**src/rtl/wb_to_apb_bridge_pkg.sv**
```systemverilog
// Shared types and bus geometry for the Wishbone-to-APB bridge.
// The slave register file imports this package as well.
package wb2apb_pkg;

    localparam int ADDR_WIDTH = 16;
    localparam int DATA_WIDTH = 32;
    localparam int GRANULE    = 8;
    localparam int SEL_WIDTH  = DATA_WIDTH / GRANULE;

    typedef enum logic [1:0] {
        IDLE    = 2'd0,
        SETUP   = 2'd1,
        ACCESS  = 2'd2,
        RESPOND = 2'd3
    } state_t;

    // A timeout of 0 still needs a one-bit counter so the ports stay legal.
    function automatic int cnt_width(input int unsigned limit);
        int w;
        w = (limit == 0) ? 1 : $clog2(limit + 1);
        return (w < 1) ? 1 : w;
    endfunction

endpackage

```
**src/rtl/wb_to_apb_bridge_if.sv**
```systemverilog
// Bus bundles for the bridge: classic Wishbone on the upstream side, APB4 downstream.
// Signal names are written from the bridge's point of view (_i into it, _o out of it).
interface wb_bus_if
    import wb2apb_pkg::*;
#(
    parameter int AW = ADDR_WIDTH,
    parameter int DW = DATA_WIDTH,
    parameter int SW = SEL_WIDTH
);
    logic [AW-1:0] adr_i;
    logic [DW-1:0] dat_i;
    logic [DW-1:0] dat_o;
    logic [SW-1:0] sel_i;
    logic          we_i;
    logic          stb_i;
    logic          cyc_i;
    logic          ack_o;
    logic          err_o;

    modport master (
        output adr_i, dat_i, sel_i, we_i, stb_i, cyc_i,
        input  dat_o, ack_o, err_o
    );

    modport slave (
        input  adr_i, dat_i, sel_i, we_i, stb_i, cyc_i,
        output dat_o, ack_o, err_o
    );
endinterface

interface apb_bus_if
    import wb2apb_pkg::*;
#(
    parameter int AW = ADDR_WIDTH,
    parameter int DW = DATA_WIDTH,
    parameter int SW = SEL_WIDTH
);
    logic [AW-1:0] paddr_o;
    logic          psel_o;
    logic          penable_o;
    logic          pwrite_o;
    logic [DW-1:0] pwdata_o;
    logic [SW-1:0] pstrb_o;
    logic [DW-1:0] prdata_i;
    logic          pready_i;
    logic          pslverr_i;

    modport master (
        output paddr_o, psel_o, penable_o, pwrite_o, pwdata_o, pstrb_o,
        input  prdata_i, pready_i, pslverr_i
    );

    modport slave (
        input  paddr_o, psel_o, penable_o, pwrite_o, pwdata_o, pstrb_o,
        output prdata_i, pready_i, pslverr_i
    );
endinterface

```
**src/rtl/wb_to_apb_bridge_timeout.sv**
```systemverilog
// Saturating count of APB wait states; expired_o flags the wait cycle that reaches the limit,
// so the bridge can leave ACCESS on that same edge.
module apb_timeout_counter
    import wb2apb_pkg::*;
#(
    parameter int unsigned TIMEOUT_CYCLES = 255
) (
    input  logic clk_i,
    input  logic rst_i,
    input  logic clear_i,
    input  logic count_en_i,
    output logic expired_o
);
    localparam int CW = cnt_width(TIMEOUT_CYCLES);
    localparam logic [CW:0] LIMIT = (CW+1)'(TIMEOUT_CYCLES);

    logic [CW-1:0] cnt_q, cnt_d;
    logic [CW:0]   cnt_inc;

    assign cnt_inc = {1'b0, cnt_q} + (CW+1)'(1);

    always_comb begin
        cnt_d = cnt_q;
        if (clear_i) begin
            cnt_d = '0;
        end else if (count_en_i && (cnt_q != {CW{1'b1}})) begin
            cnt_d = cnt_inc[CW-1:0];
        end
    end

    always_ff @(posedge clk_i) begin
        if (rst_i) cnt_q <= '0;
        else       cnt_q <= cnt_d;
    end

    assign expired_o = (TIMEOUT_CYCLES != 0) && count_en_i && (cnt_inc >= LIMIT);

endmodule

```
**src/rtl/wb_to_apb_bridge.sv**
```systemverilog
// Replays each classic Wishbone single transfer as one APB4 SETUP/ACCESS transfer and
// returns the APB data and completion status as ack_o or err_o.
//
//  state   | meaning
//  IDLE    | waiting for cyc&stb, request captured on acceptance
//  SETUP   | APB setup phase (psel=1, penable=0)
//  ACCESS  | APB access phase, waiting for pready or timeout
//  RESPOND | ack/err held until the master drops stb
module wb_to_apb_bridge
    import wb2apb_pkg::*;
#(
    parameter int unsigned TIMEOUT_CYCLES = 255
) (
    input  logic      clk_i,
    input  logic      rst_i,
    wb_bus_if.slave   wb,
    apb_bus_if.master apb
);
    state_t                state_q, state_d;
    logic [ADDR_WIDTH-1:0] paddr_q, paddr_d;
    logic                  psel_q, psel_d;
    logic                  penable_q, penable_d;
    logic                  pwrite_q, pwrite_d;
    logic [DATA_WIDTH-1:0] pwdata_q, pwdata_d;
    logic [SEL_WIDTH-1:0]  pstrb_q, pstrb_d;
    logic [DATA_WIDTH-1:0] dat_q, dat_d;
    logic                  ack_q, ack_d;
    logic                  err_q, err_d;
    logic                  abort_q, abort_d;
    logic                  cnt_en;
    logic                  cnt_clear;
    logic                  expired;

    assign cnt_en    = (state_q == ACCESS) && !apb.pready_i;
    assign cnt_clear = (state_q != ACCESS);

    apb_timeout_counter #(
        .TIMEOUT_CYCLES (TIMEOUT_CYCLES)
    ) u_timeout (
        .clk_i      (clk_i),
        .rst_i      (rst_i),
        .clear_i    (cnt_clear),
        .count_en_i (cnt_en),
        .expired_o  (expired)
    );

    always_comb begin
        state_d   = state_q;
        paddr_d   = paddr_q;
        psel_d    = psel_q;
        penable_d = penable_q;
        pwrite_d  = pwrite_q;
        pwdata_d  = pwdata_q;
        pstrb_d   = pstrb_q;
        dat_d     = dat_q;
        ack_d     = ack_q;
        err_d     = err_q;
        abort_d   = abort_q;

        case (state_q)
            IDLE: begin
                abort_d = 1'b0;
                if (wb.cyc_i && wb.stb_i) begin
                    state_d   = SETUP;
                    paddr_d   = wb.adr_i;
                    pwrite_d  = wb.we_i;
                    pwdata_d  = wb.we_i ? wb.dat_i : '0;
                    pstrb_d   = wb.we_i ? wb.sel_i : '0;
                    psel_d    = 1'b1;
                    penable_d = 1'b0;
                end
            end
            SETUP: begin
                state_d   = ACCESS;
                penable_d = 1'b1;
                if (!wb.cyc_i) abort_d = 1'b1;
            end
            ACCESS: begin
                if (!wb.cyc_i) abort_d = 1'b1;
                if (apb.pready_i || expired) begin
                    psel_d    = 1'b0;
                    penable_d = 1'b0;
                    // An abandoned cycle still lets APB finish, but nobody is waiting for the answer.
                    if (abort_q || !wb.cyc_i) begin
                        state_d = IDLE;
                    end else begin
                        state_d = RESPOND;
                        if (!apb.pready_i || apb.pslverr_i) begin
                            err_d = 1'b1;
                            dat_d = '0;
                        end else begin
                            ack_d = 1'b1;
                            dat_d = pwrite_q ? '0 : apb.prdata_i;
                        end
                    end
                end
            end
            RESPOND: begin
                if (!wb.stb_i) begin
                    ack_d   = 1'b0;
                    err_d   = 1'b0;
                    dat_d   = '0;
                    state_d = IDLE;
                end
            end
            default: state_d = IDLE;
        endcase
    end

    always_ff @(posedge clk_i) begin
        if (rst_i) begin
            state_q   <= IDLE;
            paddr_q   <= '0;
            psel_q    <= 1'b0;
            penable_q <= 1'b0;
            pwrite_q  <= 1'b0;
            pwdata_q  <= '0;
            pstrb_q   <= '0;
            dat_q     <= '0;
            ack_q     <= 1'b0;
            err_q     <= 1'b0;
            abort_q   <= 1'b0;
        end else begin
            state_q   <= state_d;
            paddr_q   <= paddr_d;
            psel_q    <= psel_d;
            penable_q <= penable_d;
            pwrite_q  <= pwrite_d;
            pwdata_q  <= pwdata_d;
            pstrb_q   <= pstrb_d;
            dat_q     <= dat_d;
            ack_q     <= ack_d;
            err_q     <= err_d;
            abort_q   <= abort_d;
        end
    end

    assign apb.paddr_o   = paddr_q;
    assign apb.psel_o    = psel_q;
    assign apb.penable_o = penable_q;
    assign apb.pwrite_o  = pwrite_q;
    assign apb.pwdata_o  = pwdata_q;
    assign apb.pstrb_o   = pstrb_q;
    assign wb.dat_o      = dat_q;
    assign wb.ack_o      = ack_q;
    assign wb.err_o      = err_q;

endmodule

```
**src/flat_wrapper.sv**
```systemverilog
// flat-port wrapper written by rule: the top's interface ports become plain ports
module wb_to_apb_bridge_flat import wb2apb_pkg::*;
#(
    parameter int unsigned TIMEOUT_CYCLES = 255
)
  (clk_i, rst_i, wb_adr_i, wb_dat_i, wb_sel_i, wb_we_i, wb_stb_i, wb_cyc_i, wb_dat_o, wb_ack_o, wb_err_o, apb_paddr_o, apb_psel_o, apb_penable_o, apb_pwrite_o, apb_pwdata_o, apb_pstrb_o, apb_prdata_i, apb_pready_i, apb_pslverr_i);
  wb_bus_if wb_i ();
  apb_bus_if apb_i ();
  input  logic clk_i;
  input  logic rst_i;
  input wire logic [$bits(wb_i.adr_i)-1:0] wb_adr_i;
  input wire logic [$bits(wb_i.dat_i)-1:0] wb_dat_i;
  input wire logic [$bits(wb_i.sel_i)-1:0] wb_sel_i;
  input wire logic [$bits(wb_i.we_i)-1:0] wb_we_i;
  input wire logic [$bits(wb_i.stb_i)-1:0] wb_stb_i;
  input wire logic [$bits(wb_i.cyc_i)-1:0] wb_cyc_i;
  output wire logic [$bits(wb_i.dat_o)-1:0] wb_dat_o;
  output wire logic [$bits(wb_i.ack_o)-1:0] wb_ack_o;
  output wire logic [$bits(wb_i.err_o)-1:0] wb_err_o;
  output wire logic [$bits(apb_i.paddr_o)-1:0] apb_paddr_o;
  output wire logic [$bits(apb_i.psel_o)-1:0] apb_psel_o;
  output wire logic [$bits(apb_i.penable_o)-1:0] apb_penable_o;
  output wire logic [$bits(apb_i.pwrite_o)-1:0] apb_pwrite_o;
  output wire logic [$bits(apb_i.pwdata_o)-1:0] apb_pwdata_o;
  output wire logic [$bits(apb_i.pstrb_o)-1:0] apb_pstrb_o;
  input wire logic [$bits(apb_i.prdata_i)-1:0] apb_prdata_i;
  input wire logic [$bits(apb_i.pready_i)-1:0] apb_pready_i;
  input wire logic [$bits(apb_i.pslverr_i)-1:0] apb_pslverr_i;
  assign wb_i.adr_i = wb_adr_i;
  assign wb_i.dat_i = wb_dat_i;
  assign wb_i.sel_i = wb_sel_i;
  assign wb_i.we_i = wb_we_i;
  assign wb_i.stb_i = wb_stb_i;
  assign wb_i.cyc_i = wb_cyc_i;
  assign wb_dat_o = wb_i.dat_o;
  assign wb_ack_o = wb_i.ack_o;
  assign wb_err_o = wb_i.err_o;
  assign apb_paddr_o = apb_i.paddr_o;
  assign apb_psel_o = apb_i.psel_o;
  assign apb_penable_o = apb_i.penable_o;
  assign apb_pwrite_o = apb_i.pwrite_o;
  assign apb_pwdata_o = apb_i.pwdata_o;
  assign apb_pstrb_o = apb_i.pstrb_o;
  assign apb_i.prdata_i = apb_prdata_i;
  assign apb_i.pready_i = apb_pready_i;
  assign apb_i.pslverr_i = apb_pslverr_i;
  wb_to_apb_bridge #(.TIMEOUT_CYCLES(TIMEOUT_CYCLES)) u_core (.clk_i(clk_i), .rst_i(rst_i), .wb(wb_i), .apb(apb_i));
endmodule
```
**config.mk**
```make
export PLATFORM = sky130hd
export DESIGN_NAME = wb_to_apb_bridge_flat
export DESIGN_NICKNAME = d
export VERILOG_FILES = /design/src/rtl/wb_to_apb_bridge_pkg.sv /design/src/rtl/wb_to_apb_bridge_if.sv /design/src/rtl/wb_to_apb_bridge_timeout.sv /design/src/rtl/wb_to_apb_bridge.sv /design/src/flat_wrapper.sv
export SDC_FILE = /design/constraint.sdc
export NUM_CORES = 1
export LEC_CHECK = 0
export ABC_AREA = 1
export CORE_MARGIN = 5
export CORE_UTILIZATION = 40
export CTS_BUF_LIST = sky130_fd_sc_hd__clkbuf_4
export CTS_CLUSTER_DIAMETER = 100
export DETAILED_ROUTE_END_ITERATION = 10
export GPL_TIMING_DRIVEN = 0
export PLACE_DENSITY = 0.84
export SETUP_SLACK_MARGIN = 0.02
export SYNTH_ARGS = -nofsm -noshare
export SYNTH_HDL_FRONTEND = slang
export SYNTH_SLANG_ARGS = --single-unit
```
**constraint.sdc**
```tcl
create_clock -name clk_i -period 1.9 [get_ports clk_i]
set_input_delay 0.285 -clock clk_i [delete_from_list [all_inputs] [get_ports clk_i]]
set_output_delay 0.285 -clock clk_i [all_outputs]
set_load 0.03 [all_outputs]
```
==> flow_metrics.env <==
export IMPL_die_h_microns=115
export IMPL_hold_violations=0
export IMPL_first_pass_iters=4
export IMPL_syn_avg_cell_area_sq_um=6.83
export IMPL_design_area_sq_um=6860
export IMPL_die_w_microns=115
export IMPL_clk_latency_ns=0.45
export IMPL_hold_class="in2reg"
export IMPL_grt_pass1_vias=4493
export IMPL_rsz0062_at_grt="true"
export IMPL_cap_violations=0
export IMPL_combPwrFrac_pct=40.4
export IMPL_required_ns=2.29
export IMPL_clkPwrFrac_pct=18.4
export IMPL_start_util_pct=40.5
export IMPL_first_iter_violations=267
export IMPL_cts_max_level=3
export IMPL_p_switching_w=0.00229
export IMPL_power_total_w=0.00596
export IMPL_min_path_cells=3
export IMPL_row_count=38
export IMPL_yosysWarnings=0
export IMPL_slew_limit_headroom_pct=68.1
export IMPL_drtAntennaViolNets=0
export IMPL_syn_nets=737
export IMPL_path_clk_slew_ns=0.18
export IMPL_routabilityCongestion=0.868
export IMPL_track_usage_pct=19.6
export IMPL_critPathMaxFanout=7
export IMPL_cts_sinks=100
export IMPL_critical_path_max_stage_delay_ns=0.41
export IMPL_finalSetupViolCount=0
export IMPL_areaGrowthSynthToFinish_pct=57.1
export IMPL_fillers=962
export IMPL_cts_buffer_depth=2
export IMPL_synth_top_area_share_pct=45.8
export IMPL_synth_seq_cells=100
export IMPL_core_area_sq_um=10800
export IMPL_viasPerCell=4.76
export IMPL_max_freq_mhz=536
export IMPL_yosys_area_top_type="dfxtp_1"
export IMPL_tightest_slew_ns=0.478
export IMPL_grt_pass1_wl_mm=20.9
export IMPL_drc_errors=0
export IMPL_cp_num_cells=12
export IMPL_io_buffers=179
export IMPL_finalMaxSlewViolations=0
export IMPL_path_cells="ha_4 -> nand3_1 -> o21bai_1 -> nand2_1 -> nor2_1 -> nand3_1 -> nand2_4 -> nand3_4 -> clkbuf_16 -> nand2_4 -> inv_2 -> nor2_1"
export IMPL_routedWlPerCell_microns=13.4
export IMPL_cts_root_buf="clkbuf_4"
export IMPL_power_leakage_nw=2.80
export IMPL_pwr_density_cell_nw_per_um2=868
export IMPL_cts_buffers=9
export IMPL_peakVddDrop_mv=0.409
export IMPL_ios=180
export IMPL_critPathKind="reg2reg"
export IMPL_grt_max_degree=20
export IMPL_reg2regPathDepth=12
export IMPL_finClkSkew_ns=0.0226
export IMPL_ff_latch_area_sq_um=2020
export IMPL_p_int_w=0.00366
export IMPL_cpMaxStageDelayCell="dfxtp_4"
export IMPL_pwr_share_seq_pct=41.2
export IMPL_status="complete, no violations"
export IMPL_ys_seq_area_share_pct=45.8
export IMPL_cts_tree="yes"
export IMPL_cp_num_buf_inv=2
export IMPL_synth_area_sq_um=4370
export IMPL_nNetsFinal=931
export IMPL_cp_top_family="simple AND/OR/NAND/NOR gates"
export IMPL_via_count=4662
export IMPL_period_share_pct=98.2
export IMPL_drive_gt1_share_pct=15.3
export IMPL_switching_share_pct=38.5
export IMPL_yosys_top_cells_area="dfxtp_1, nand2_1, a21oi_1, inv_1, nand4_1"
export IMPL_grt_antenna_before_repair=0
export IMPL_n_antenna_cell=0
export IMPL_dieArea_sq_um=13100
export IMPL_crit_arrival_ns=2.26
export IMPL_gr_total_overflow=0
export IMPL_startpoint_type="flip-flop"
export IMPL_fin_crit_ns=1.87
export IMPL_postPlaceCellArea_sq_um=6340
export IMPL_place_inst=959
export IMPL_hpwlAfterDp_mm=9.60
export IMPL_synth_cells=640
export IMPL_multi_input_area_sq_um=2120
export IMPL_end_kind="flip-flop"
export IMPL_fin_cells=979
export IMPL_ys_types=22
export IMPL_drt_wl_total_mm=13.1
[tightest hold or removal path, delay by kind of cell]
kind	cells	cell delay (ns)
buffers and inverters	1	0.39
and+or+nand+nor	1	0.06
AOI/OAI and AO/OA	1	0.05
[placed cells by master (no fill, tap or decap), drive strengths merged, types with 10 or more instances in the layout]
cell type and instances:
clkdlybuf4s50 168, o21ai 13, dlymetal6s2s 10, nand3 15
dfxtp 100, buf 12, nand4 36, a21oi 69
nor2 45, inv 83, nand2 233, clkbuf 38
[path summary, 6_finish.rpt]
path                        startpoint  slack (ns)                 endpoint
max reg2reg  u_core.u_timeout.cnt_q[0]        0.03      u_core.wb.dat_o[29]
min                       wb_dat_i[17]        0.36  u_core.apb.pwdata_o[17]
max          u_core.u_timeout.cnt_q[0]        0.03      u_core.wb.dat_o[29]
min reg2reg      u_core.apb.paddr_o[3]        0.47    u_core.apb.paddr_o[3]
[kinds of logic (layout without fill, tap and decap cells)]
group                    count (synthesis)  count (layout)  synth area share (%)
AO/OA/AOI/OAI                           84              84                  9.82
adder cells (fa/ha/maj)                  6               6                  1.72
buffers and inverters                  120             319                  11.1
flip-flops                             100             100                  45.8
AND/OR/NAND/NOR                        330             330                  31.6
[cell type report]
cell class | instances | share of cell area [%]
clock inverter | 7 | 0.984
clock buffer | 9 | 0.984
inverter | 83 | 4.63
timing repair buffer | 184 | 27.6
buffer | 36 | 2.95
tap | 140 | 2.55
multi-input combinational | 420 | 30.9
sequential | 100 | 29.4
[state kept, by name, indices dropped and copies added (netlist names)]
signal                  count
u_core.abort_q              1
u_core.apb.paddr_o         16
u_core.apb.penable_o        1
u_core.apb.psel_o           1
u_core.apb.pstrb_o          4
u_core.apb.pwdata_o        32
u_core.apb.pwrite_o         1
u_core.state_q              2
u_core.u_timeout.cnt_q      8
u_core.wb.ack_o             1
u_core.wb.dat_o            32
u_core.wb.err_o             1
[power by group through the flow]
| stage | Sequential, W | Clock [W] | Combinational (W) |
|---|---|---|---|
| 2_1_floorplan | 0.00290 | 0 | 0.000861 |
| 3_3_place_gp | 0.00249 | 0 | 0.00208 |
| 3_5_place_dp | 0.00250 | 0 | 0.00210 |
| 4_1_cts | 0.00246 | 0.00114 | 0.00213 |
| 5_1_grt | 0.00249 | 0.00122 | 0.00264 |
| 6_report | 0.00246 | 0.00110 | 0.00241 |
[timing repair]
action | in CTS | in global routing
endpoints found under the setup margin | 89 | 92
cloned | 0 | 3
setup buffers | 0 | 2
pin swaps | 0 | 42
gates resized for setup | 18 | 117
hold buffers | 0 | 0
[per-layer routing]
| layer | track usage [%] | part of all wire [%] | up-vias |
|---|---|---|---|
| li1 | - | - | 2386 |
| met1 | 22.7 | 40 | 2093 |
| met2 | 32.7 | 47 | 179 |
| met3 | 9.62 | 13 | 4 |
| met4 | 4.20 | 0.45 | 0 |
| met5 | 0 | 0 | - |
[Yosys cell counts]
cell type and n:
inv_2 1, nor4_2 1, clkinv_1 3, nand3_4 1, nor2_2 2, o21ai_2 1
o21bai_1 2, clkbuf_1 25, a21oi_1 69, dfxtp_1 100, inv_1 79, buf_2 6
buf_1 2, nor2_1 43, nand2_2 2, nand3_1 14, o21ai_0 12, nand4_1 36
nand2_1 231, buf_6 3, buf_4 1, ha_1 6
[through the flow]
stage / hold WS [ns] / TNS (ns) / worst slack, ns / util, %
2_1_floorplan: 0.429 / 0 / 0.0901 / -
3_3_place_gp: 0.448 / -31.37 / -0.609 / 58.7
3_5_place_dp: 0.455 / -30.42 / -0.592 / 58.7
4_1_cts: 0.323 / 0 / 0.0187 / 60.3
5_1_grt: 0.318 / -3.58 / -0.124 / 63.6
6_report: 0.357 / 0 / 0.0334 / 63.6
Power figures use the tool's default switching activity.
